## src/rtl/cpu_pkg.sv

```systemverilog
// cpu_pkg: definitions shared by the fetch stage and the control FSM.
//   - default address/data/displacement widths
//   - fetch state encoding
//   - 4-bit opcode and branch-condition constants decoded by the controller
package cpu_pkg;

  localparam int ADDR_W_DEF = 16;
  localparam int DATA_W_DEF = 16;
  localparam int DISP_W_DEF = 8;

  // Encoding is fixed because the controller decodes it directly.
  typedef enum logic [1:0] {
    FS_IDLE = 2'b00,
    FS_ADDR = 2'b01,
    FS_CAPT = 2'b10
  } fetch_state_t;

  // Opcode field (ir[15:12]).
  localparam logic [3:0] OP_ADD  = 4'h0;
  localparam logic [3:0] OP_SUB  = 4'h1;
  localparam logic [3:0] OP_AND  = 4'h2;
  localparam logic [3:0] OP_OR   = 4'h3;
  localparam logic [3:0] OP_XOR  = 4'h4;
  localparam logic [3:0] OP_LDI  = 4'h5;
  localparam logic [3:0] OP_LD   = 4'h6;
  localparam logic [3:0] OP_ST   = 4'h7;
  localparam logic [3:0] OP_BR   = 4'h8;
  localparam logic [3:0] OP_BRR  = 4'h9;
  localparam logic [3:0] OP_JAL  = 4'hA;
  localparam logic [3:0] OP_HALT = 4'hF;

  // Branch condition field.
  localparam logic [3:0] COND_AL = 4'h0;
  localparam logic [3:0] COND_EQ = 4'h1;
  localparam logic [3:0] COND_NE = 4'h2;
  localparam logic [3:0] COND_LT = 4'h3;
  localparam logic [3:0] COND_GE = 4'h4;

endpackage

```

## src/rtl/fetch_unit_pc_next.sv

```systemverilog
// pc_next: combinational next-PC selection for the fetch stage.
//   pc           current program counter
//   increment    advance to pc+1 (capture of a fetched word)
//   redirect     branch taken; has priority over increment
//   redirect_rel 1 = pc + sign-extended br_disp, 0 = br_target
//   br_target    absolute target
//   br_disp      signed displacement
//   next_pc      resulting PC; all arithmetic wraps modulo 2^ADDR_W
module pc_next
  import cpu_pkg::*;
#(
  parameter int ADDR_W = ADDR_W_DEF,
  parameter int DISP_W = DISP_W_DEF
) (
  input  logic [ADDR_W-1:0] pc,
  input  logic              increment,
  input  logic              redirect,
  input  logic              redirect_rel,
  input  logic [ADDR_W-1:0] br_target,
  input  logic [DISP_W-1:0] br_disp,
  output logic [ADDR_W-1:0] next_pc
);

  logic [ADDR_W-1:0] disp_ext;

  // Sign extension: low bits copy the displacement, the rest replicate its MSB.
  generate
    for (genvar gi = 0; gi < ADDR_W; gi++) begin : g_sext
      if (gi < DISP_W) begin : g_low
        assign disp_ext[gi] = br_disp[gi];
      end else begin : g_high
        assign disp_ext[gi] = br_disp[DISP_W-1];
      end
    end
  endgenerate

  always_comb begin
    next_pc = pc;
    if (redirect) begin
      if (redirect_rel) begin
        next_pc = pc + disp_ext;
      end else begin
        next_pc = br_target;
      end
    end else if (increment) begin
      next_pc = pc + {{(ADDR_W-1){1'b0}}, 1'b1};
    end
  end

endmodule

```

## src/rtl/fetch_unit.sv

```systemverilog
// fetch_unit: instruction fetch stage ahead of the control FSM.
// Owns the PC, sequences a synchronous-read fetch over memory port A
// (IDLE -> ADDR -> CAPT -> IDLE), latches the word into ir and pulses
// instr_valid for one cycle. Branch redirects from the controller update the
// PC in any state and abort an in-flight fetch.
//   clk, reset     clock, synchronous active-high reset
//   fetch_req      request next instruction (sampled in IDLE only)
//   redirect       branch taken pulse; redirect_rel selects relative/absolute
//   br_target      absolute target; br_disp signed relative displacement
//   pc_sel         IDLE only: 1 = mem_addr from pc, 0 = from data_addr
//   data_addr      load/store address
//   mem_q          memory read data, valid one cycle after the address
//   mem_addr       memory port A address (combinational)
//   ir             instruction register
//   instr_valid    one-cycle pulse when ir holds a new instruction
//   pc             program counter
//   link           address of last fetched instruction + 1
//   fetch_busy     high in ADDR and CAPT
module fetch_unit
  import cpu_pkg::*;
#(
  parameter int              ADDR_W    = ADDR_W_DEF,
  parameter int              DATA_W    = DATA_W_DEF,
  parameter int              DISP_W    = DISP_W_DEF,
  parameter logic [ADDR_W-1:0] RESET_VEC = '0
) (
  input  logic              clk,
  input  logic              reset,
  input  logic              fetch_req,
  input  logic              redirect,
  input  logic              redirect_rel,
  input  logic [ADDR_W-1:0] br_target,
  input  logic [DISP_W-1:0] br_disp,
  input  logic              pc_sel,
  input  logic [ADDR_W-1:0] data_addr,
  input  logic [DATA_W-1:0] mem_q,
  output logic [ADDR_W-1:0] mem_addr,
  output logic [DATA_W-1:0] ir,
  output logic              instr_valid,
  output logic [ADDR_W-1:0] pc,
  output logic [ADDR_W-1:0] link,
  output logic              fetch_busy
);

  fetch_state_t      state_reg, state_next;
  logic [ADDR_W-1:0] pc_reg, pc_calc_next;
  logic [DATA_W-1:0] ir_reg, ir_next;
  logic [ADDR_W-1:0] link_reg, link_next;
  logic              valid_reg, valid_next;
  logic              increment;

  pc_next #(
    .ADDR_W (ADDR_W),
    .DISP_W (DISP_W)
  ) u_pc_next (
    .pc           (pc_reg),
    .increment    (increment),
    .redirect     (redirect),
    .redirect_rel (redirect_rel),
    .br_target    (br_target),
    .br_disp      (br_disp),
    .next_pc      (pc_calc_next)
  );

  always_ff @(posedge clk) begin
    if (reset) begin
      state_reg <= FS_IDLE;
      pc_reg    <= RESET_VEC;
      ir_reg    <= '0;
      link_reg  <= '0;
      valid_reg <= 1'b0;
    end else begin
      state_reg <= state_next;
      pc_reg    <= pc_calc_next;
      ir_reg    <= ir_next;
      link_reg  <= link_next;
      valid_reg <= valid_next;
    end
  end

  // A redirect in ADDR or CAPT drops the in-flight fetch: nothing is captured
  // and the PC takes the branch target instead of pc+1. In IDLE a redirect
  // coexists with fetch_req so the accepted fetch reads the new target.
  always_comb begin
    state_next = state_reg;
    ir_next    = ir_reg;
    link_next  = link_reg;
    valid_next = 1'b0;
    increment  = 1'b0;
    mem_addr   = pc_reg;
    case (state_reg)
      FS_IDLE: begin
        if (!pc_sel) begin
          mem_addr = data_addr;
        end
        if (fetch_req) begin
          state_next = FS_ADDR;
        end
      end
      FS_ADDR: begin
        state_next = redirect ? FS_IDLE : FS_CAPT;
      end
      FS_CAPT: begin
        state_next = FS_IDLE;
        if (!redirect) begin
          increment  = 1'b1;
          ir_next    = mem_q;
          link_next  = pc_calc_next;  // pc+1 with wrap
          valid_next = 1'b1;
        end
      end
      default: begin
        state_next = FS_IDLE;
      end
    endcase
  end

  assign ir          = ir_reg;
  assign instr_valid = valid_reg;
  assign pc          = pc_reg;
  assign link        = link_reg;
  assign fetch_busy  = (state_reg == FS_ADDR) || (state_reg == FS_CAPT);

endmodule

```

## config.mk

```make
export PLATFORM = sky130hd
export DESIGN_NAME = fetch_unit
export DESIGN_NICKNAME = d
export VERILOG_FILES = /design/src/rtl/cpu_pkg.sv /design/src/rtl/fetch_unit_pc_next.sv /design/src/rtl/fetch_unit.sv
export SDC_FILE = /design/constraint.sdc
export NUM_CORES = 1
export LEC_CHECK = 0
export ABC_CLOCK_PERIOD_IN_PS = 4100
export BUFFER_PORTS_ARGS = -buffer_cell sky130_fd_sc_hd__buf_2
export CAP_MARGIN = 15
export CORE_UTILIZATION = 41
export DETAILED_ROUTE_END_ITERATION = 10
export PLACE_DENSITY = 0.66
export SLEW_MARGIN = 0
export SYNTH_ARGS = -nofsm -noshare
export SYNTH_HDL_FRONTEND = slang
export SYNTH_SLANG_ARGS = --single-unit
```

## constraint.sdc

```tcl
create_clock -name clk -period 4.1 [get_ports clk]
set_input_delay 0.41 -clock clk [delete_from_list [all_inputs] [get_ports clk]]
set_output_delay 0.41 -clock clk [all_outputs]
set_load 0.01 [all_outputs]
```

==> flow_summary.toml, run 1 <==
[finish]
fin_util_pct = 53.9
drive_above_1_share_pct = 32.3
fillCellCount = 725
area_growth_pct = 24.0
final_common_cell = "buf_2"
fin_nets = 586
fin_cells = 603
most-common-layout-cells = "buf_2 (127), nand2_1 (56), dfxtp_1 (51)"
antennaDiodeCount = 0

[cts]
cts-buffers-inserted = 5
hold_buffers = 0
post_cts_buffers = 0
root_buffer = "clkbuf_8"
htreeDepth = 2
clkTransAtPathRegs_ns = 0.10
cts.path.max_buffers = 2
cts_resized = 0
tritoncts = "yes"
cts.sinks = 51
clk_latency_ns = 0.31

[detailed_routing]
drc = 0
avgViaCountPerCell = 5.31
drt_iter0_markers = 201
antenna_left = 0
post_drt_wl_per_cell_microns = 15.1
routed_wl_microns = 9130
drt_first_pass_iters = 5
vias = 3199

[synth]
avgSynthCellArea_sq_um = 8.24
synth_edf_count = 0
async_flop_share_pct = 0
netlist_area_sq_mm = 0.00322
ys_ff_latch = 51
synth_nets = 474
syn_inst = 391
seq_area_frac_synth_pct = 31.7
synthFlopType = "dfxtp_1"
yosysWarningCount = 0
synth_cell_type_count = 54

[die]
die_width_microns = 90.6
num_io_pins = 128
initial_core_util_pct = 43.5
core_area_sq_mm = 0.00741
dieHeight_microns = 90.6
fp-row-count = 31
fp.dieArea_sq_mm = 0.00821

[critical_path]
critPathMaxStageDelay_ns = 0.75
crit_required_ns = 4.32
slowest_stage = "and2b_1"
critical_path_class = "register to register"
worstPathArrival_ns = 2.90
critPathLaunchType = "register"
path_cells = "inv_1 > ha_1 > and2b_1 > nand3_1 > nor3_1 > xor2_1 > nand2_1 > o31ai_1"
critPathMaxFanout = 28
rr_worst_depth = 8
worst_setup_path_end_kind = "register"

[timing]
rsz0062_at_grt = "no"
hold_viol = 0
hold-worst-slack_ns = 0.324
relSlewSlack_pct = 34.7
fin_tns_setup_ns = 0
fin_skew_ns = 0.00775
finalCriticalPeriod_ns = 2.68
timing_worst_slew_pin_value_ns = 0.980
fmax_mhz = 373
fin_crit_sh_pct = 65.4
slew_violations = 0
setup_viol = 0

[hold_path]
hold_path.class = "primary input to register"
worst_hold_path.num_cells = 3

[flow_run]
max-cap-violations = 0

[grt]
grt_pass1_wl_microns = 14600
grt_max_degree = 56
grt.overflow.total = 0
gr-usage-all-layers_pct = 22.2
antenna_found_initial = 0
grt_pass1_vias = 2951

[status]
status = "completed"

[placed_design]
place_congestion = 0.925
port_buffers = 127
place_hpwl_microns = 6920
place_inst = 595

[power]
power_density_mw_per_mm2 = 313
leakagePower_nw = 1.81
power_mw = 1.25
ir_worst_vdd_mv = 0.147
## report_power, final
part | internal [mW] | leakage, nW | switching (mW)
Sequential | 0.518 | 0.415 | 0.0403
Clock | 0.126 | 0.0491 | 0.180
Combinational | 0.176 | 1.34 | 0.208
Total | 0.820 | 1.81 | 0.429
## cell usage after synthesis (all sizes together) (3+ instances only)
| cell | number | area, sq um |
|---|---|---|
| o21ai | 8 | 43.8 |
| a21oi | 32 | 164 |
| ha | 20 | 250 |
| buf | 9 | 40.0 |
| nand4 | 7 | 43.8 |
| o21a | 3 | 22.5 |
| nand3 | 9 | 50.1 |
| a211oi | 25 | 188 |
| a311oi | 3 | 26.3 |
| and3 | 3 | 23.8 |
| nand2 | 56 | 210 |
| xor2 | 12 | 105 |
| nor2b | 5 | 31.3 |
| o211ai | 3 | 22.5 |
| mux2 | 15 | 169 |
| and4 | 3 | 26.3 |
| inv | 6 | 22.5 |
| mux2i | 6 | 60.1 |
| xnor2 | 16 | 140 |
| clkbuf | 15 | 56.3 |
| dfxtp | 51 | 1020 |
| a31oi | 7 | 58.8 |
| o22ai | 3 | 18.8 |
| nor3 | 4 | 25.0 |
| a21o | 5 | 38.8 |
| nor2 | 42 | 158 |
## layer usage
metal,share of wire [%],global-route usage [%],vias to the layer above
li1,-,-,1626
met1,46,30.4,1449
met2,46,36.2,113
met3,6.1,3.03,11
met4,1.7,5.91,0
met5,0,0,-
## critical path: cells and delay by family (launching register included)
kind / cells / cell delay, ns
AOI/OAI and AO/OA: 1 / 0.20
xor gates and xnor gates: 1 / 0.17
buffers and inverters: 1 / 0.11
and+or+nand+nor: 4 / 1.43
adders and majority gates: 1 / 0.33
DFF: 1 / 0.34
## worst paths after layout
check,startpoint,endpoint,slack (ns)
setup / recovery,state_reg[0],link[15],1.42
hold / removal,mem_q[11],ir[11],0.32
setup reg to reg,state_reg[0],link[15],1.42
hold reg to reg,ir[4],ir[4],0.46
## final cells by class
cell class	count	area, sq um	share of cell area (%)
multi-input cells	310	2080	52.1
flip-flops and latches	51	1020	25.6
repair buffers	129	651	16.3
well taps	99	124	3.10
clock buffers	5	68.8	1.72
clock inverters	3	26.3	0.658
inverters	6	22.5	0.564
## kinds of logic (layout without fill, tap and decap cells)
logic type      after synthesis  in the layout  share of synthesized area (%)
compound gates              102            102                           21.9
xor+xnor                     28             28                           7.61
fa+ha+maj                    21             21                           8.39
simple gates                138            138                           19.6
buf+inv                      30            143                           3.69
mux                          21             21                           7.11
flops                        51             51                           31.7
## through the flow
step           worst slack, ns  cell area (sq um)
5_1_grt                   1.11               3990
2_1_floorplan             1.96               3220
6_report                  1.42               3990
3_3_place_gp              1.53               3900
4_1_cts                   1.42               3990
3_5_place_dp              1.44               3900
No activity file was read; power rests on OpenSTA's default activity.
==> run 2, diff against run 1 <==
--- a/config.mk
+++ b/config.mk
@@ -5,7 +5,7 @@
 export SDC_FILE = /design/constraint.sdc
 export NUM_CORES = 1
 export LEC_CHECK = 0
-export ABC_CLOCK_PERIOD_IN_PS = 4100
+export ABC_CLOCK_PERIOD_IN_PS = 2550
 export BUFFER_PORTS_ARGS = -buffer_cell sky130_fd_sc_hd__buf_2
 export CAP_MARGIN = 15
 export CORE_UTILIZATION = 41
==> constraint.sdc (replaced) <==
create_clock -name clk -period 2.55 [get_ports clk]
set_input_delay 0.255 -clock clk [delete_from_list [all_inputs] [get_ports clk]]
set_output_delay 0.255 -clock clk [all_outputs]
set_load 0.01 [all_outputs]
==> run 2 against run 1 <==
  * Utilization up 1.5 points
  * Count of clock-buffer cells in the layout stayed put
  * Routed wire length rose by 1.8%
  * Maximum frequency rose by 18%
==> flow_summary.toml, run 2 (same netlist as run 1, synthesis figures left out) <==
[power]
power_mw = 2.04
internal_power_mw = 1.34
switching_share_pct = 34.2
leakagePower_nw = 1.88
ir_worst_vdd_mv = 0.255
power_density_mw_per_mm2 = 496
seqPwrFrac_pct = 42.6
power.share.clock_pct = 24.7
share_comb_of_total_power_pct = 32.7
p_switching_uw = 697

[timing]
finalCriticalPeriod_ns = 2.27
fin_tns_setup_ns = 0
relSlewSlack_pct = 50.8
fin_skew_ns = 0.00777
fin_crit_sh_pct = 89.1
rsz0062_at_grt = "no"
fmax_mhz = 440
hold_viol = 0
setup_viol = 0
setup_ws_ns = 0.277
timing_worst_slew_pin_value_ns = 0.739
slew_violations = 0

[finish]
fin_nets = 601
area_growth_pct = 27.5
drive_above_1_share_pct = 34.3
antennaDiodeCount = 0
fin_cells = 618
final_common_cell = "buf_2"
most-common-layout-cells = "buf_2 (127), nand2_1 (56), dfxtp_1 (51)"

[placed_design]
place_worst_setup_slack_ns = 0.302
place_congestion = 0.923
port_buffers = 127
place_hpwl_microns = 7190
place_inst = 610

[detailed_routing]
drc = 0
drt_first_pass_iters = 4
drt_iter0_markers = 169
antenna_left = 0
avgViaCountPerCell = 5.34
routed_wl_microns = 9290
vias = 3298
post_drt_wl_per_cell_microns = 15.0

[cts]
post_cts_buffers = 0
tritoncts = "yes"
clk_latency_ns = 0.30
htreeDepth = 2
cts_resized = 0
cts-buffers-inserted = 5
hold_buffers = 0
cts.path.max_buffers = 2
root_buffer = "clkbuf_8"
cts.sinks = 51
clkTransAtPathRegs_ns = 0.11

[die]
dieHeight_microns = 90.6
num_io_pins = 128
fp-row-count = 31
die_width_microns = 90.6
core_area_sq_mm = 0.00741
initial_core_util_pct = 43.5
fp.dieArea_sq_mm = 0.00821

[grt]
use_met1_pct = 31.8
gr-usage-all-layers_pct = 22.2
grt.overflow.total = 0
grt_max_degree = 47
use_met3_pct = 3.70
antenna_found_initial = 0
grt_pass1_vias = 2948
grt_pass1_wl_microns = 14600
met2_usage_pct = 34.0
busiest_layer = "met2"

[critical_path]
worst_setup_path_end_kind = "register"
worstPathArrival_ns = 2.50
critPathMaxFanout = 7
crit_required_ns = 2.78
critPathLaunchType = "register"
critical_path_class = "register to register"

[hold_path]
hold_path.class = "primary input to register"

[status]
status = "completed"

[flow_run]
max-cap-violations = 0
## run 2: cell types whose count changed in the layout (fill, tap and decap cells not counted), sizes merged
cell,previous run,this run
buf,129,144
## run 2: routing by layer
layer,vias up,wire length (microns)
met2,136,4120
met4,0,123
met3,11,693
li1,1656,-
met1,1495,4350
met5,-,0
## run 2: critical path, cell delays in order, from the launching register on
cell and delay [ns]:
dfxtp_1 0.39, ha_1 0.24, fa_1 0.40, a21o_1 0.22, a31o_2 0.28, a21oi_1 0.22
xnor2_1 0.14, o22ai_1 0.10, a211oi_1 0.19
## run 2: power groups by stage
stage	clock network [mW]	logic, mW	registers, mW
finish	0.503	0.667	0.868
global route	0.552	0.728	0.874
CTS	0.515	0.666	0.868
detailed placement	0	0.662	0.887
global placement	0	0.656	0.885
floorplan	0	0.408	0.908
## run 2: path summary, 6_finish.rpt
path | from | end | slack, ns | cells after the start
worst max-delay path | pc[0] | pc[6] | 0.28 | 8
worst min-delay path | mem_q[2] | ir[2] | 0.17 | 3
worst max register to register | pc[0] | pc[6] | 0.28 | 8
worst min register to register | ir[4] | ir[4] | 0.46 | 2
## run 2: area by class of cell
| class | count | area [sq um] |
|---|---|---|
| well taps | 99 | 124 |
| repair buffers | 144 | 763 |
| fillers | 702 | 3300 |
| clock buffers | 5 | 68.8 |
| multi-input cells | 310 | 2080 |
| clock inverters | 3 | 26.3 |
| flip-flops and latches | 51 | 1020 |
| inverters | 6 | 22.5 |
## run 2: per-stage QoR
stage | instance area [sq um] | hold slack, ns | utilization [%]
2_1_floorplan | 3220 | 0.391 | -
6_report | 4110 | 0.168 | 55.4
5_1_grt | 4110 | 0.156 | 55.4
3_5_place_dp | 4010 | 0.445 | 54.1
3_3_place_gp | 4010 | 0.439 | 54.1
4_1_cts | 4110 | 0.163 | 55.4
==> run 3, diff against run 2 <==
--- a/config.mk
+++ b/config.mk
@@ -11,6 +11,7 @@
 export CORE_UTILIZATION = 41
 export DETAILED_ROUTE_END_ITERATION = 10
 export PLACE_DENSITY = 0.66
+export REMOVE_ABC_BUFFERS = 1
 export SLEW_MARGIN = 0
 export SYNTH_ARGS = -nofsm -noshare
 export SYNTH_HDL_FRONTEND = slang
==> run 3 against run 2 <==
  * Power up 4.4%
  * Register-to-register slack lost 0.03 ns
  * Via count grew 1.3%
  * Die area unchanged
  * Flip-flop and latch count stayed put
  * Combinational power up 0.6%
  * Sequential power rose by 0.5%
  * Hold slack improved by 0.0073 ns
  * Clock skew rose by 0.0081 ns
  * Highest routed layer unchanged
  * Utilization rose by 0.20 points
  * Non-clock buffer count down 1
==> flow_summary.toml, run 3 (same netlist as run 1, synthesis figures left out) <==
[die]
fp-row-count = 31
num_io_pins = 128
initial_core_util_pct = 43.5
core_area_sq_mm = 0.00741
dieHeight_microns = 90.6
die_width_microns = 90.6
fp.dieArea_sq_mm = 0.00821

[detailed_routing]
vias = 3342
drt_iter0_markers = 170
routed_wl_microns = 9600
post_drt_wl_per_cell_microns = 15.6
avgViaCountPerCell = 5.42
antenna_left = 0
drc = 0
drt_first_pass_iters = 4

[cts]
root_buffer = "clkbuf_8"
cts_resized = 0
cts.path.max_buffers = 2
hold_buffers = 0
clk_latency_ns = 0.31
post_cts_buffers = 0
cts.sinks = 51
cts-buffers-inserted = 5
tritoncts = "yes"
htreeDepth = 2
clkTransAtPathRegs_ns = 0.11

[critical_path]
critPathMaxFanout = 7
crit_required_ns = 2.78
r2r_slack_ns = 0.24
r2r-start = "pc[0]"
worst_setup_path_end_kind = "register"
worstReg2RegEnd = "pc[6]"
critPathLaunchType = "register"
rr_worst_depth = 8
worstPathArrival_ns = 2.53
critical_path_class = "register to register"

[placed_design]
place_hpwl_microns = 7480
place_congestion = 0.953
port_buffers = 127
place_worst_setup_slack_ns = 0.290

[power]
leakagePower_nw = 1.88
ir_worst_vdd_mv = 0.260
power_density_mw_per_mm2 = 516

[grt]
gr-usage-all-layers_pct = 23.4
grt_max_degree = 35
grt_pass1_vias = 3222
grt_pass1_wl_microns = 15400
antenna_found_initial = 0
grt.overflow.total = 0

[finish]
area_growth_pct = 28.0
final_common_cell = "buf_2"
fin_nets = 600
antennaDiodeCount = 0
most-common-layout-cells = "buf_2 (127), nand2_1 (56), dfxtp_1 (51)"
drive_above_1_share_pct = 34.4

[hold_path]
worst_hold_path.num_cells = 3
hold_end = "ir[1]"
min_from = "mem_q[1]"
hold_path.class = "primary input to register"

[timing]
slew_violations = 0
fmax_mhz = 433
setup_viol = 0
setup_ws_ns = 0.242
finalCriticalPeriod_ns = 2.31
hold_viol = 0
rsz0062_at_grt = "no"
fin_crit_sh_pct = 90.5
timing_worst_slew_pin_value_ns = 0.667
fin_skew_ns = 0.0159
hold-worst-slack_ns = 0.175
relSlewSlack_pct = 55.4

[flow_run]
max-cap-violations = 0

[status]
status = "completed"
==> run 3: changes by cell type in the layout (fill, tap and decap cells not counted), sizes merged <==
cell      delta
buf          -1
bufinv       +1
clkinvlp     +1
clkinv       -1
inv          -1
==> run 3: per-stage QoR <==
stage	setup TNS, ns	utilization, %	cells	total power, mW	cell area, sq um
floorplan	-0.0550	-	367	1.29	3120
global placement	0	54.1	609	1.55	4010
detailed placement	0	54.1	609	1.56	4010
CTS	0	55.6	617	2.14	4120
global route	0	55.6	617	2.24	4120
finish	0	55.6	617	2.13	4120
==> run 3: critical path, stage by stage (launching register included) <==
cell	delay [ns]
dfxtp_1	0.39
ha_1	0.24
fa_1	0.41
a21o_1	0.23
a31o_2	0.27
a21oi_1	0.24
xnor2_1	0.15
o22ai_1	0.10
a211oi_1	0.19
==> run 3: layout make-up <==
cell class	instances	area [sq um]
flip-flops and latches	51	1020
repair buffers	143	756
clock inverters	3	46.3
clock buffers	5	68.8
inverters	6	22.5
well taps	99	124
fillers	748	3290
multi-input cells	310	2080
==> run 3: per-layer routing <==
metal	wire length [microns]	GRT usage, %
met4	186	7.93
met1	4340	29.9
met2	4300	37.8
met3	768	6.57
met5	0	0
==> run 3: how the worst max path moves through the flow <==
stage | startpoint | end | slack, ns | cells past startpoint
final | pc[0] | pc[6] | 0.24 | 8
after global routing | pc[0] | pc[6] | 0.12 | 8
after CTS | pc[0] | pc[6] | 0.25 | 8
after detailed placement | pc[0] | pc[6] | 0.29 | 8
after global placement | br_disp[0] | pc[6] | 0.33 | 9
after floorplan | state_reg[0] | link[15] | -0.03 | 8
==> run 3: power by group <==
group | total, mW | switching [mW] | internal, mW | leakage, nW
logic | 0.671 | 0.367 | 0.304 | 1.41
clock network | 0.584 | 0.288 | 0.296 | 0.0548
registers | 0.872 | 0.0386 | 0.834 | 0.415
